===== src/rtl/snake_body_ctl.sv =====
// snake_body_ctl: snake head/tail/score/direction game state, advanced one cell per tick.
// Ports: clk, reset, tick, start, dir_valid, dir_in, food_eaten -> head_x/y, tail_x/y, score, game_over, running. Option: SNAKE_WRAP_EN.
module snake_body_ctl #(
  parameter int GRID_W  = 64,
  parameter int GRID_H  = 48,
  parameter int START_X = 32,
  parameter int START_Y = 24
) (
  input  logic         clk,
  input  logic         reset,
  input  logic         tick,
  input  logic         start,
  input  logic         dir_valid,
  input  logic [1:0]   dir_in,
  input  logic         food_eaten,
  output logic [6:0]   head_x,
  output logic [5:0]   head_y,
  output logic [104:0] tail_x,
  output logic [89:0]  tail_y,
  output logic [3:0]   score,
  output logic         game_over,
  output logic         running
);

  typedef enum logic [1:0] {
    S_IDLE = 2'd0,
    S_RUN  = 2'd1,
    S_DEAD = 2'd2
  } state_t;

  localparam logic [1:0] D_UP    = 2'd0;
  localparam logic [1:0] D_RIGHT = 2'd1;
  localparam logic [1:0] D_DOWN  = 2'd2;
  localparam logic [1:0] D_LEFT  = 2'd3;

  localparam logic signed [7:0] X_MAX = 8'(GRID_W - 1);
  localparam logic signed [6:0] Y_MAX = 7'(GRID_H - 1);

  state_t         r_state, w_state;
  logic [6:0]     r_hx, w_hx;
  logic [5:0]     r_hy, w_hy;
  logic [104:0]   r_tx, w_tx;
  logic [89:0]    r_ty, w_ty;
  logic [3:0]     r_score, w_score;
  logic [1:0]     r_cur, w_cur;
  logic [1:0]     r_nxt, w_nxt;
  logic           r_grow, w_grow;

  logic              w_dir_ok;
  logic [1:0]        w_mdir;
  logic signed [7:0] w_cx;
  logic signed [6:0] w_cy;
  logic [6:0]        w_nx;
  logic [5:0]        w_ny;
  logic              w_wall;
  logic              w_self;

  // Candidate head: one bit wider and signed so -1 and
  // GRID_W/GRID_H are visible before they are judged.
  always_comb begin
    // opposite direction differs only in bit 1
    w_dir_ok = dir_valid && (dir_in != (r_cur ^ 2'b10));
    // a request in the same cycle as tick steers that move
    w_mdir   = w_dir_ok ? dir_in : r_nxt;
    w_cx     = $signed({1'b0, r_hx});
    w_cy     = $signed({1'b0, r_hy});
    unique case (w_mdir)
      D_UP:    w_cy = w_cy - 7'sd1;
      D_RIGHT: w_cx = w_cx + 8'sd1;
      D_DOWN:  w_cy = w_cy + 7'sd1;
      D_LEFT:  w_cx = w_cx - 8'sd1;
      default: w_cx = w_cx;
    endcase
    w_nx   = w_cx[6:0];
    w_ny   = w_cy[5:0];
    w_wall = 1'b0;
`ifdef SNAKE_WRAP_EN
    if (w_cx[7])
      w_nx = 7'(GRID_W - 1);
    else if (w_cx > X_MAX)
      w_nx = '0;
    if (w_cy[6])
      w_ny = 6'(GRID_H - 1);
    else if (w_cy > Y_MAX)
      w_ny = '0;
`else
    w_wall = w_cx[7] || (w_cx > X_MAX)
          || w_cy[6] || (w_cy > Y_MAX);
`endif
    // every active segment counts, including the
    // one that would vacate its cell on this move
    w_self = 1'b0;
    for (int i = 0; i < 15; i++) begin
      if ((4'(i) < r_score)
          && (r_tx[7*i +: 7] == w_nx)
          && (r_ty[6*i +: 6] == w_ny))
        w_self = 1'b1;
    end
  end

  always_comb begin
    w_state = r_state;
    w_hx    = r_hx;
    w_hy    = r_hy;
    w_tx    = r_tx;
    w_ty    = r_ty;
    w_score = r_score;
    w_cur   = r_cur;
    w_nxt   = r_nxt;
    w_grow  = r_grow;
    if (food_eaten)
      w_grow = 1'b1;
    if (w_dir_ok)
      w_nxt = dir_in;
    unique case (r_state)
      S_IDLE, S_DEAD: begin
        if (start) begin
          w_state = S_RUN;
          w_hx    = 7'(START_X);
          w_hy    = 6'(START_Y);
          w_tx    = '0;
          w_ty    = '0;
          w_score = '0;
          w_cur   = D_RIGHT;
          w_nxt   = D_RIGHT;
          w_grow  = 1'b0;
        end
      end
      S_RUN: begin
        if (tick) begin
          if (w_wall || w_self) begin
            w_state = S_DEAD;
          end else begin
            // full shift: the segment that becomes
            // active on growth already holds the
            // cell just vacated
            w_tx  = {r_tx[97:0], r_hx};
            w_ty  = {r_ty[83:0], r_hy};
            w_hx  = w_nx;
            w_hy  = w_ny;
            w_cur = w_mdir;
            w_nxt = w_mdir;
            if (r_grow || food_eaten) begin
              if (r_score != 4'd15)
                w_score = r_score + 4'd1;
              w_grow = 1'b0;
            end
          end
        end
      end
      default: w_state = S_IDLE;
    endcase
  end

  always_ff @(posedge clk) begin
    if (reset) begin
      r_state <= S_IDLE;
      r_hx    <= 7'(START_X);
      r_hy    <= 6'(START_Y);
      r_tx    <= '0;
      r_ty    <= '0;
      r_score <= '0;
      r_cur   <= D_RIGHT;
      r_nxt   <= D_RIGHT;
      r_grow  <= 1'b0;
    end else begin
      r_state <= w_state;
      r_hx    <= w_hx;
      r_hy    <= w_hy;
      r_tx    <= w_tx;
      r_ty    <= w_ty;
      r_score <= w_score;
      r_cur   <= w_cur;
      r_nxt   <= w_nxt;
      r_grow  <= w_grow;
    end
  end

  assign head_x    = r_hx;
  assign head_y    = r_hy;
  assign tail_x    = r_tx;
  assign tail_y    = r_ty;
  assign score     = r_score;
  assign game_over = (r_state == S_DEAD);
  assign running   = (r_state == S_RUN);

endmodule

===== config.mk =====
export PLATFORM = sky130hd
export DESIGN_NAME = snake_body_ctl
export DESIGN_NICKNAME = d
export VERILOG_FILES = /design/src/rtl/snake_body_ctl.sv
export SDC_FILE = /design/constraint.sdc
export NUM_CORES = 1
export LEC_CHECK = 0
export ABC_AREA = 1
export BUFFER_PORTS_ARGS = -buffer_cell sky130_fd_sc_hd__buf_2
export CAP_MARGIN = 25
export CORE_ASPECT_RATIO = 0.7
export CORE_MARGIN = 5
export CORE_UTILIZATION = 45
export CTS_BUF_LIST = sky130_fd_sc_hd__clkbuf_2
export DETAILED_ROUTE_END_ITERATION = 6
export GPL_TIMING_DRIVEN = 0
export HOLD_SLACK_MARGIN = 0.02
export PLACE_DENSITY = 0.64
export SLEW_MARGIN = 5
export SYNTH_ARGS = -nofsm -noshare
export SYNTH_HDL_FRONTEND = slang
export SYNTH_SLANG_ARGS = --single-unit

===== constraint.sdc =====
create_clock -name clk -period 5.18 [get_ports clk]
set_input_delay 0.777 -clock clk [delete_from_list [all_inputs] [get_ports clk]]
set_output_delay 0.777 -clock clk [all_outputs]
set_load 0.01 [all_outputs]

Yosys cells after proc, flatten, opt, wreduce, memory -nomap -nowiden

Cells that the tools add are included.

Bits of input ports: 8
Output and inout bits: 214
Register bits: 219

Bitwise logic cells: 1
Muxes and demuxes: 55
Equality and inequality tests: 43
$add $sub $neg: 5
Reduce and logical (&&, ||, !) cells: 43
Order comparisons: 17

Operator list:

| operator              | count |
|---|---|
| $mux W105             | 3 |
| $mux W90              | 3 |
| $pmux W105 S2         | 1 |
| $pmux W90 S2          | 1 |
| $eq A7 B7 Y1          | 15 |
| $eq A6 B6 Y1          | 15 |
| $logic_and A1 B1 Y1   | 31 |
| $lt A4 B4 Y1 const A  | 7 |
| $pmux W7 S2           | 2 |
| $mux W7               | 3 |
| $mux W1               | 20 |
| $mux W4               | 5 |
| $mux W6               | 3 |
| $lt A3 B4 Y1 const A  | 4 |
| $mux W2               | 8 |
| $pmux W8 S2           | 1 |
| $pmux W6 S2           | 1 |
| $add A7 B1 Y8 const B | 1 |
| $gt A8 B7 Y1 const B  | 1 |
| $lt A1 B4 Y1 const A  | 2 |
| $lt A2 B4 Y1 const A  | 2 |
| $pmux W2 S2           | 2 |
| $pmux W4 S2           | 1 |
| $sub A7 B1 Y8 const B | 1 |
| 19 further kinds      | 31 |

Longest topological paths before layout

Depth after elaboration: 28
Depth in mapped cells: 42
Depth with buffers taken out: 39

Worst setup path before layout

No wires, ideal clock.

Path kind: input-to-reg
From: in dir_in[0]
To: reg r_ty[13], in the netlist tail_y[13]
Path buffers: 5
Cell stages on the path: 38
Setup time: 0.115 ns
Data arrival time: 4.576 ns
Slack: 0.489 ns
Cell sequence: inv_1 nand2_1 nand2_1 nand2_2 nand2_2 nand2_1 nand2_2 buf_6 buf_4 nor2_1 inv_1 ha_1 nand2_1 inv_1 o21ai_0 nand3_1 nand2_1 nand3_1 [... 2 more ...] clkbuf_1 or2_2 nand3_1 nor2_1 nand3_1 nor2_1 nand2_1 nand2_1 nor2_1 nand2_1 nor2_4 nand2_4 nand2_4 inv_4 buf_8 buf_6 a21oi_1 nor2_1

Word-level cells in the longest chain between the ends: 26
Elaborated cells between the ends (all ways): 92

RTL lines:

| element                                             | line | source |
|---|---|---|
| from (decl)                                         | 14   | `input logic [1:0] dir_in,` |
| $ne A2 B2 Y1                                        | 62   | `w_dir_ok = dir_valid && (dir_in != (r_cur ^ 2'b10));` |
| $logic_and A1 B1 Y1                                 | 62   |  |
| $mux W2 *                                           | 64   | `w_mdir = w_dir_ok ? dir_in : r_nxt;` |
| $eq A2 B2 Y1 / $eq A2 B1 Y1 (equally long branches) | 67   | `unique case (w_mdir)` |
| $pmux W8 S2                                         | 67   |  |
| $eq A7 B7 Y1                                        | 95   | `&& (r_tx[7*i +: 7] == w_nx)` |
| $logic_and A1 B1 Y1                                 | 95   |  |
| $logic_and A1 B1 Y1                                 | 96   | `&& (r_ty[6*i +: 6] == w_ny))` |
| $mux W1 (15 in a row)                               | 94   | `if ((4'(i) < r_score)` |
| $logic_or A1 B1 Y1 *                                | 131  | `if (w_wall \|\| w_self) begin` |
| $ne A2 B2 Y1 (no line) *                            | -    |  |
| $reduce_and A4 Y1 (no line) *                       | -    |  |
| to (signal assigned)                                | 171  | `r_ty <= w_ty;` |
| to (decl)                                           | 43   | `logic [89:0] r_ty, w_ty;` |

Every way passes the cells marked *; elsewhere a longest branch is shown, timed or not.
A chain may end at the register's enable or synchronous reset.

Final worst setup path

From: reg r_cur[0]
To: reg r_hx[3], in the netlist head_x[3]

Word-level cells in the longest chain between the ends: 26
Elaborated cells between the ends (all ways): 95

RTL lines:

| element                                             | line | source |
|---|---|---|
| from (decl)                                         | 45   | `logic [1:0] r_cur, w_cur;` |
| from (signal assigned)                              | 173  | `r_cur <= w_cur;` |
| $ne A2 B2 Y1 *                                      | 62   |  |
| $logic_and A1 B1 Y1 *                               | 62   |  |
| $mux W2 *                                           | 64   |  |
| $eq A2 B2 Y1 / $eq A2 B1 Y1 (equally long branches) | 67   |  |
| $pmux W8 S2                                         | 67   |  |
| $eq A7 B7 Y1                                        | 95   |  |
| $logic_and A1 B1 Y1                                 | 95   |  |
| $logic_and A1 B1 Y1                                 | 96   |  |
| $mux W1 (15 in a row)                               | 94   |  |
| $logic_or A1 B1 Y1                                  | 131  |  |
| $ne A2 B2 Y1 (no line)                              | -    |  |
| $reduce_and A4 Y1 (no line)                         | -    |  |
| to (signal assigned)                                | 158  | `r_hx <= 7'(START_X);` |
| to (signal assigned)                                | 168  | `r_hx <= w_hx;` |
| to (decl)                                           | 40   | `logic [6:0] r_hx, w_hx;` |

Every way passes the cells marked *; elsewhere a longest branch is shown, timed or not. The select of a mux whose other input is x is not followed.

==> out/metrics.yaml <==
dpl-instance-area_sq_um: 14800
ctsHoldBuffers: 0
synthFlopType: "dfxtp_1"
period_share_pct: 93.1
grt_pass1_wl_mm: 82.4
drt_iter0_drc: 1665
power.total_mw: 6.85
p_switching_mw: 3.31
ys_ff_latch: 219
synth-xor-area-share_pct: 0.398
drc: 12
synth_warnings: 0
cts_sinks: 219
relSlewSlack_pct: 43.8
antenna_found_initial: 2
via_per_inst: 5.48
die_h_um: 153
htree_levels: 2
grt_usage_pct: 31.7
ys_seq_area_share_pct: 33.2
final_max_slew_viol_count: 0
synth_top_family_by_area: "simple AND/OR/NAND/NOR gates"
dr.pass1.iters: 7
synth_nets: 2097
first_global_vias: 14000
synth_cells: 2080
die_w_um: 215
cp_max_fo: 19
slowest_delay_ps: 410
grt.overflow.total: 0
area_growth_pct: 16.7
worstPathArrival_ps: 5660
synthMuxAreaShare_pct: 0
syn_avg_cell_area_sq_um: 6.36
outcome: "complete, but fails checks"
combPwrFrac_pct: 45.7
clock_latency_ps: 950
cp-end-kind: "register"
fin_crit_ps: 4820
grt_max_degree: 15
dpl.hpwl_mm: 41.0
fin_nets: 2381
drv_cap: 0
clock_power_share_pct: 18.1
violations: "DRC"
fp-row-count: 52
max_freq_mhz: 207
vias: 15200
yosysUniqueCellTypes: 37
ys_async_sr_fraction_pct: 0
synthSimpleGateAreaFrac_pct: 33.1
p_leak_nw: 7.29
required_ps: 6020
rrSetupSlack_ps: 360
numCtsBuffers: 58
worst-setup-path-type: "register to register"
hold_viol: 0
clkTransAtPathRegs_ps: 120
worst_setup_path_start_kind: "register"
critical_path.most_common_cell: "nand2_1"
p_int_mw: 3.54
start_util_pct: 45.7
wl_per_cell_um: 19.7
irDropWorstVdd_mv: 0.212
synth-edff-count: 0
synth_compound_area_share_pct: 20.9
wl_mm: 54.7
core_sq_um: 29000
seq_power_share_pct: 36.2
ios: 222
ant_nets: 0
swShare_pct: 48.3
slowest_stage: "fa_1"
portBuffers: 221
drive_above_1_share_pct: 21.9
clock_tree.buffer_depth: 3
dp.cells: 2679
skew_ps: 48.4
pwr_density_cell_nw_per_um2: 444
synth_fa_ha_area_share_pct: 0.909
setup_viol: 0
die_area_sq_um: 33000
hold_class: "primary input to register"
final_cell_count_no_fill: 2784
cts_tree: "yes"
place.gp.congestion: 1.02
cts-root-buf: "clkbuf_2"
worst_pin_slew_ps: 843
syn_area_sq_um: 13200
fin_area_sq_um: 15400
-- critical path: cells and delay by family (launching register included) --
family | cells | cell delay [ps]
fa+ha+maj | 1 | 410
buf+inv | 5 | 920
flops | 1 | 330
compound gates | 1 | 140
simple gates | 29 | 2920
-- sequential cells by signal, summed over array words and instances, names as in the netlist --
| name | count |
|---|---|
| r_nxt | 2 |
| tail_y | 90 |
| score | 4 |
| head_x | 7 |
| r_grow | 1 |
| head_y | 6 |
| r_state | 2 |
| r_cur | 2 |
| tail_x | 105 |
-- cell usage after synthesis, types with 7 or more instances --
cell      count  area share [%]
o21ai_0      85             3.2
a21oi_2      86             5.7
a21oi_1     142             5.4
clkbuf_1     49             1.4
o21ai_1     160             6.1
nand2_1     486              14
ha_1          8            0.76
nand4_1       8            0.38
nand3_1     120             4.5
nor2_1      373              11
buf_6        34             2.9
dfxtp_1     219              33
nand3b_1     27             1.5
buf_2        20            0.76
buf_1        12            0.34
nand2_2      17            0.80
inv_1       173             4.9
buf_4        14            0.79
or2_2         7            0.33
-- per-layer routing --
metal	vias up	part of all wire, %	track usage [%]
met4	0	2.3	8.25
met3	90	12	8.03
met1	7027	45	47.0
li1	7304	-	-
met5	-	0	0
met2	827	41	45.5
-- cells in the final DEF, fill, tap and decap left out, drive strengths merged --
master / instances
nor3: 1
o21a: 1
fa: 1
clkinv: 7
nand2: 507
nand4: 8
xor2: 4
inv: 178
a21oi: 228
diode: 2
o41ai: 2
or2: 12
o211ai: 4
ha: 8
o22ai: 3
clkbuf: 141
nand3b: 27
nor2b: 1
nand3: 124
dfxtp: 219
xnor2: 2
nor2: 374
o21ai: 245
buf: 307
-- logic make-up (layout without fill, tap and decap cells) --
kind of cell             after synthesis  after routing
AO/OA/AOI/OAI                        483            483
XOR/XNOR                               6              6
adder cells (fa/ha/maj)                9              9
buffers and inverters                309            633
flip-flops                           219            219
other                                  0              2
AND/OR/NAND/NOR                     1054           1054
-- area by class of cell --
cell class                 instances  area [sq um]
timing repair buffer             225          1140
fill                            3057         13500
clock buffer                      93           465
inverter                         178           671
sequential                       219          4390
antenna                            2          5.00
multi-input combinational       1552          7370
tap                              378           473
clock inverter                     7          26.3
buffer                           130           888
-- power groups by stage --
stage          Sequential [mW]  Clock [mW]  Combinational [mW]
6_report                  2.48        1.24                3.13
5_1_grt                   2.51        1.34                3.42
4_1_cts                   2.45        1.25                3.04
3_5_place_dp              2.49           0                3.00
3_3_place_gp              2.49           0                2.95
2_1_floorplan             2.44           0                1.93
-- final timing paths --
| path | startpoint | to | cells after the start |
|---|---|---|---|
| max | r_cur[0]$_SDFFE_PP1P_ | head_x[3]$_SDFFE_PP0P_ | 36 |
| min | reset | score[3]$_SDFFE_PP0P_ | 2 |
| max reg2reg | r_cur[0]$_SDFFE_PP1P_ | head_x[3]$_SDFFE_PP0P_ | 36 |
| min reg2reg | r_cur[0]$_SDFFE_PP1P_ | r_cur[0]$_SDFFE_PP1P_ | 2 |
-- through the flow --
stage	hold slack, ps	setup slack (ps)	setup TNS, ps	util, %
6_report	127	357	0	53.3
5_1_grt	64.4	-7.98	-17.8	53.3
4_1_cts	26.2	48.3	0	53.0
3_5_place_dp	510	-1010	-190840	51.1
3_3_place_gp	500	-941	-175600	51.1
2_1_floorplan	483	489	0	-
-- timing repair --
item | 4_1_cts | 5_1_grt
cloned | 0 | 0
setup buffers | 0 | 4
pin swaps | 0 | 3
setup endpoints to repair | 214 | 214
resized for setup | 18 | 14
No activity file was read; power rests on OpenSTA's default activity.
